[config.mk]
export PLATFORM = sky130hd
export DESIGN_NAME = mem_access_stage
export DESIGN_NICKNAME = d
export VERILOG_FILES = /design/src/rtl/mem_access_stage.sv
export SDC_FILE = /design/constraint.sdc
export NUM_CORES = 1
export LEC_CHECK = 0
export CORE_MARGIN = 8
export CORE_UTILIZATION = 38
export DETAILED_ROUTE_END_ITERATION = 8
export PLACE_DENSITY = 0.91
export SLEW_MARGIN = 20
export SYNTH_ARGS = -nofsm -noshare
export SYNTH_HDL_FRONTEND = slang
export SYNTH_SLANG_ARGS = --single-unit
[constraint.sdc]
create_clock -name clk -period 7 [get_ports clk]
set_input_delay 2.1 -clock clk [delete_from_list [all_inputs] [get_ports clk]]
set_output_delay 2.1 -clock clk [all_outputs]
set_load 0.02 [all_outputs]
[src/rtl/mem_access_stage.sv]
// MEM stage: drives the data-RAM handshake, stalls upstream while a transfer is pending,
// extracts/extends load data and registers the write-back bundle; a wait counter aborts hung accesses.
module mem_access_stage #(
  parameter int unsigned TIMEOUT_CYCLES = 255,
  parameter int unsigned CNT_WIDTH      = 8
) (
  input  logic        clk,
  input  logic        rst,
  input  logic        mem_read_flag_in,
  input  logic        mem_write_flag_in,
  input  logic        mem_sign_ext_flag_in,
  input  logic [3:0]  mem_sel_in,
  input  logic [31:0] mem_write_data_in,
  input  logic [31:0] result_in,
  input  logic        reg_write_en_in,
  input  logic [4:0]  reg_write_addr_in,
  input  logic [31:0] current_pc_addr_in,
  output logic        ram_en,
  output logic [3:0]  ram_write_en,
  output logic [31:0] ram_addr,
  output logic [31:0] ram_write_data,
  input  logic [31:0] ram_read_data,
  input  logic        ram_ready,
  output logic        stall_req,
  output logic        bus_error,
  output logic [31:0] wb_result,
  output logic        wb_reg_write_en,
  output logic [4:0]  wb_reg_write_addr,
  output logic [31:0] wb_pc_addr
);

  typedef enum logic {ST_IDLE, ST_WAIT} state_t;

  localparam logic [CNT_WIDTH-1:0] TIMEOUT_CNT = CNT_WIDTH'(TIMEOUT_CYCLES);
  localparam bit                   TIMEOUT_EN  = (TIMEOUT_CYCLES != 0);

  state_t                state_q, state_d;
  logic [CNT_WIDTH-1:0]  cnt_q, cnt_d;
  logic                  bus_error_q;
  logic [31:0]           wb_result_q, wb_result_d;
  logic                  wb_we_q, wb_we_d;
  logic [4:0]            wb_addr_q, wb_addr_d;
  logic [31:0]           wb_pc_q, wb_pc_d;

  logic        acc;
  logic        abort_now;
  logic        stall;
  logic        sel_word;
  logic        sel_half;
  logic [1:0]  lane;
  logic [31:0] lane_data;
  logic [31:0] load_data;
  logic [31:0] store_data;

  assign acc = mem_read_flag_in | mem_write_flag_in;

  assign abort_now = (state_q == ST_WAIT) & ~ram_ready & TIMEOUT_EN & (cnt_q == TIMEOUT_CNT);

  // Upstream holds acc high throughout WAIT, so one expression covers both states.
  assign stall = acc & ~ram_ready & ~abort_now;

  assign stall_req      = ~rst & stall;
  assign ram_en         = ~rst & acc & ~abort_now;
  assign ram_addr       = rst ? 32'h0 : {result_in[31:2], 2'b00};
  assign ram_write_en   = mem_sel_in & {4{mem_write_flag_in & ram_en}};
  assign ram_write_data = rst ? 32'h0 : store_data;

  assign sel_word = (mem_sel_in == 4'b1111);
  assign sel_half = (mem_sel_in == 4'b0011) | (mem_sel_in == 4'b1100);

  always_comb begin
    store_data = mem_write_data_in;
    if (sel_half) begin
      store_data = {2{mem_write_data_in[15:0]}};
    end else if (!sel_word) begin
      store_data = {4{mem_write_data_in[7:0]}};
    end
  end

  // Lowest set bit of the lane mask picks the starting byte lane.
  always_comb begin
    lane = 2'd0;
    if (mem_sel_in[0]) begin
      lane = 2'd0;
    end else if (mem_sel_in[1]) begin
      lane = 2'd1;
    end else if (mem_sel_in[2]) begin
      lane = 2'd2;
    end else if (mem_sel_in[3]) begin
      lane = 2'd3;
    end
  end

  assign lane_data = ram_read_data >> {lane, 3'b000};

  always_comb begin
    load_data = ram_read_data;
    if (sel_half) begin
      load_data = {{16{mem_sign_ext_flag_in & lane_data[15]}}, lane_data[15:0]};
    end else if (!sel_word) begin
      load_data = {{24{mem_sign_ext_flag_in & lane_data[7]}}, lane_data[7:0]};
    end
  end

  always_comb begin
    state_d = ST_IDLE;
    cnt_d   = '0;
    if (!abort_now && stall) begin
      state_d = ST_WAIT;
      if (state_q == ST_IDLE) begin
        cnt_d = {{(CNT_WIDTH-1){1'b0}}, 1'b1};
      end else if (&cnt_q) begin
        cnt_d = cnt_q;
      end else begin
        cnt_d = cnt_q + 1'b1;
      end
    end
  end

  // Stall and abort cycles insert a bubble; payload fields keep their last value.
  always_comb begin
    wb_result_d = wb_result_q;
    wb_we_d     = 1'b0;
    wb_addr_d   = wb_addr_q;
    wb_pc_d     = wb_pc_q;
    if (!stall && !abort_now) begin
      wb_result_d = mem_read_flag_in ? load_data : result_in;
      wb_we_d     = reg_write_en_in & ~mem_write_flag_in;
      wb_addr_d   = reg_write_addr_in;
      wb_pc_d     = current_pc_addr_in;
    end
  end

  always_ff @(posedge clk or posedge rst) begin
    if (rst) begin
      state_q     <= ST_IDLE;
      cnt_q       <= '0;
      bus_error_q <= 1'b0;
      wb_result_q <= 32'h0;
      wb_we_q     <= 1'b0;
      wb_addr_q   <= 5'h0;
      wb_pc_q     <= 32'h0;
    end else begin
      state_q     <= state_d;
      cnt_q       <= cnt_d;
      bus_error_q <= abort_now;
      wb_result_q <= wb_result_d;
      wb_we_q     <= wb_we_d;
      wb_addr_q   <= wb_addr_d;
      wb_pc_q     <= wb_pc_d;
    end
  end

  assign bus_error         = bus_error_q;
  assign wb_result         = wb_result_q;
  assign wb_reg_write_en   = wb_we_q;
  assign wb_reg_write_addr = wb_addr_q;
  assign wb_pc_addr        = wb_pc_q;

endmodule
==> Word level (Yosys, flattened, before mapping) <==
Index checks and enable logic that the tools add are counted.
{ "op_classes": {"addsub": 1, "eq_ne": 5, "n_bitwise": 18, "n_shift": 1, "n_reduce_logical": 5, "muxes": 16} }
{ "ops": {"columns": ["op", "count"], "rows": [
  ["$mux 32", 7],
  ["$shr 32x5->16", 1],
  ["$mux 8", 3],
  ["$and 1x1->1", 11],
  ["$add 8x1->8 const B", 1],
  ["$eq 4x4->1 const B", 2],
  ["$eq 8x8->1 const B", 1],
  ["$mux 2", 4],
  ["$reduce_and 8->1", 1],
  ["$and 4x4->4", 1],
  ["$eq 4x2->1 const B", 1],
  ["$not 1->1", 4],
  ["$ne 3x3->1 const B", 1],
  ["$logic_and 1x1->1", 2],
  ["$logic_not 1->1", 2],
  ["$mux 1", 2],
  ["$or 1x1->1", 2]
]} }
{ "totals": {"regBits": 80, "input_bits": 144, "output_inout_bits": 141, "word_cells": 53} }

==> Longest topological paths before layout <==
{ "depth": {"ltp_word": 9, "mapped_depth": 9, "ltp_nobuf": 6} }

==> Worst setup path before layout <==
No wires, ideal clock.
{ "synth_timing": {"path_kind": "in2out", "startpoint": "input port rst", "endpoint": "output port ram_write_data[31]", "cell_stages": 4, "t_arrival_ns": 4.708, "setup_slack_ns": 0.192, "t_required_ns": 4.900, "path_buffers": 1, "path_cell_list": "clkbuf_1 -> inv_1 -> o21ai_0 -> a31oi_1"} }
{ "synth_between": {"elab_chain_cells": 1} }
{ "synth_rtl": {"columns": ["item", "line_no", "source"], "rows": [
  ["from (decl)", "8", "input logic rst,"],
  ["$mux 32", "66", "assign ram_write_data = rst ? 32'h0 : store_data;"],
  ["to (decl)", "21", "output logic [31:0] ram_write_data,"]
]} }
Every way passes these cells.

==> Worst setup path in the final report <==
{ "layout_timing": {"startpoint": "input port mem_sel_in[2]", "endpoint": "output port ram_write_data[8]"} }
{ "layout_between": {"elab_chain_cells": 4, "elab_cells_between_ends": 7, "classes_between": "3 x eq/ne; 3 x mux; 1 x bitwise"} }
{ "layout_rtl": {"columns": ["item", "line_no", "source"], "rows": [
  ["from (decl)", "12", "input logic [3:0] mem_sel_in,"],
  ["$eq 4x4->1 (tied with other cells)", "68", "assign sel_word = (mem_sel_in == 4'b1111);"],
  ["$mux 32 / $or 1x1->1 (equally long branches)", "75, 69", null],
  ["$mux 32 (*)", "73", "if (sel_half) begin"],
  ["$mux 32 (*)", "66", null]
]} }
Every way passes the cells marked *; elsewhere a longest branch is shown, timed or not.

==> qor.yml <==
p_comb_frac: 0.320
fin_setup_tns_ns: 0
synth_seq_area_share: 0.433
ys.warnings.count: 0
power.switching_w: 0.000480
layout_common_cells: "281 x clkdlybuf4s50_1, 168 x nand2_1, 80 x dfrtp_1"
maxSlewViolCount: 0
num_antenna_cells: 0
grt_antenna_before_repair: 0
worstSetupStartpointType: "primary input"
cap_viol_max_count: 0
slowest_stage: "clkdlybuf4s50_1"
finalSetupViolCount: 0
gp_congestion: 0.861
cp.required_ns: 4.90
yosysUniqueCellTypes: 41
wl_um: 20600
htree_levels: 3
cts.repair.resized: 0
crit_chain: "clkdlybuf4s50_1 -> nand4bb_1 -> nand2_1 -> nor2_1 -> nand2_1 -> a21oi_1 -> clkdlybuf4s50_1"
cts_root_buffer: "clkbuf_16"
skew_ns: 0.0104
maxSlewHeadroom: 0.294
cts_setup_buffers: 0
period_minus_slack_ns: 6.56
max_stage_delay_ns: 0.65
outcome: "completed"
cts_hold_buf: 0
die_h_um: 126
placed_cell_area_sq_um: 7540
dp_hpwl_um: 15900
dieWidth_um: 126
initial_core_util: 0.387
grt_pass1_vias: 5609
avgViaCountPerCell: 5.39
p_leak_nw: 3.27
hold_path.class: "register to register"
worst_slew_pin_slew_ns: 1.06
path_clk_slew_ns: 0.06
grt_use_total: 0.249
ir_drop_mv: 0.108
p_int_w: 0.00107
ys_ff_latch: 80
clkSinkCount: 80
cts_tree: "done"
num_rows: 40
pwr-share-clk: 0.337
netlist_instances: 586
cts_buffers: 9
fin_nets: 993
power_density_nw_per_um2: 197
total_power_w: 0.00155
ios: 285
vias: 5390
ant_nets: 0
criticalPathCategory: "primary input to output pin"
hold_end: "wb_pc_addr[24]$_DFFE_PP0P_"
rr_startpoint: "cnt_q[0]$_DFFE_PP0P_"
overflow: 0
hold_violations: 0
cp_max_fo: 8
synth.cell_area_sq_um: 4630
seq_power_share: 0.344
grt_max_degree: 81
timing.final.crit_share: 0.937
rsz0062_at_grt: "false"
route.detailed.wl_per_inst_um: 20.6
die_area_sq_um: 16000
clk_latency_ns: 0.33
rrSetupSlack_ns: 4.32
max_clock_freq_ghz: 0.152
holdPathStages: 2
whs_ns: 0.473
coreArea_sq_um: 12000
port_buffers: 282
synth_enable_flop_cells: 0
initialDrtViolationCount: 489
firstDrtPassIters: 5
drc_errors: 0
arrival_ns: 4.46
synth_ff_type: "dfrtp_1"
synthArstFlopShare: 1.00
cts_max_path_buffers: 2
design_area_sq_um: 7880
power.share.switching: 0.310
grt_pass1_wl_um: 31300
layout_commonest_cell: "clkdlybuf4s50_1"
hp-start: "wb_pc_addr[24]$_DFFE_PP0P_"
syn2layout_area_growth_pct: 70.2
avgSynthCellArea_sq_um: 7.90
cp-end-kind: "output pin"
r2r_end: "wb_result[17]$_DFFE_PP0P_"
layout-drive-gt1-share: 0.0610
reg2reg_depth: 7
-- cell usage after synthesis, types with 2 or more instances --
cell       instances  share of area
buf_4              3         0.0049
a21oi_1           60          0.065
o21ai_0            8         0.0087
a22oi_1            7          0.011
and2_1             6         0.0081
and3_1             3         0.0041
nor2b_1           39          0.053
nor3_1            18          0.019
nor3b_1            3         0.0049
buf_1              2         0.0016
o221ai_1          15          0.028
o22ai_1            7         0.0095
a211oi_1          13          0.021
nor2_1            46          0.037
nand3_1            5         0.0054
nor4b_1            7          0.013
buf_2              7         0.0076
inv_1             18          0.015
clkbuf_1          33          0.027
a211oi_2          12          0.032
nand4bb_1          2         0.0049
dfrtp_1           80           0.43
xor2_1             5         0.0095
buf_6              2         0.0049
nand2_1          168           0.14
xnor2_1            2         0.0038
-- critical path, delay by kind of cell --
kind / cells / cell delay, ns
AO/OA/AOI/OAI: 1 / 0.21
buffers and inverters: 2 / 1.21
AND/OR/NAND/NOR: 4 / 0.93
-- area by class of cell --
type	count	area [sq um]
inverter	18	68.8
multi-input combinational	442	2360
tap	147	184
clock inverter	6	90.1
timing repair buffer	297	2930
clock buffer	10	239
fill	959	4090
sequential	80	2000
-- sequential cells by signal (all words and copies together), names as in the netlist --
name,count
state_q,1
bus_error,1
cnt_q,8
wb_reg_write_en,1
wb_reg_write_addr,5
wb_pc_addr,32
wb_result,32
-- power groups by stage --
stage / combinational, W / sequential (W) / clock (W)
after floorplan: 0.000163 / 0.000596 / 0
after global placement: 0.000488 / 0.000538 / 0
after detailed placement: 0.000495 / 0.000541 / 0
after CTS: 0.000498 / 0.000533 / 0.000529
after global routing: 0.000525 / 0.000538 / 0.000551
final: 0.000496 / 0.000533 / 0.000522
-- worst max-delay path by stage --
stage,start,to,cells after the start
2_1_floorplan,rst,ram_write_data[31],4
3_3_place_gp,ram_ready,ram_write_en[0],6
3_5_place_dp,mem_sel_in[2],ram_write_data[8],7
4_1_cts,mem_sel_in[2],ram_write_data[8],7
5_1_grt,mem_sel_in[3],ram_write_data[8],7
6_report,mem_sel_in[2],ram_write_data[8],7
-- cells by family (layout without fill, tap and decap cells) --
| logic type | Yosys count | after routing | share of synthesized area |
|---|---|---|---|
| AO/OA/AOI/OAI | 126 | 126 | 0.186 |
| XOR/XNOR | 7 | 7 | 0.0133 |
| adder cells (fa/ha/maj) | 1 | 1 | 0.00270 |
| buffers and inverters | 65 | 331 | 0.0603 |
| flip-flops | 80 | 80 | 0.433 |
| other | 1 | 2 | 0.000810 |
| AND/OR/NAND/NOR | 306 | 306 | 0.304 |
-- routing by layer --
| metal | GRT usage | vias to the layer above | share of wire | wire length (um) |
|---|---|---|---|---|
| li1 | - | 2500 | - | - |
| met1 | 0.275 | 2570 | 0.39 | 8010 |
| met2 | 0.431 | 283 | 0.49 | 9990 |
| met3 | 0.0804 | 37 | 0.091 | 1870 |
| met4 | 0.108 | 0 | 0.033 | 688 |
| met5 | 0 | - | 0 | 0 |
-- metrics by stage --
stage                     setup WS [ns]  utilization  std cells
final                             0.440        0.658       1000
after global routing              0.260        0.658       1000
after CTS                         0.438        0.658       1000
after detailed placement          0.439        0.631        984
after global placement            0.496        0.631        984
after floorplan                   0.192            -        587
Note: power is estimated with default switching activity, not from simulation.
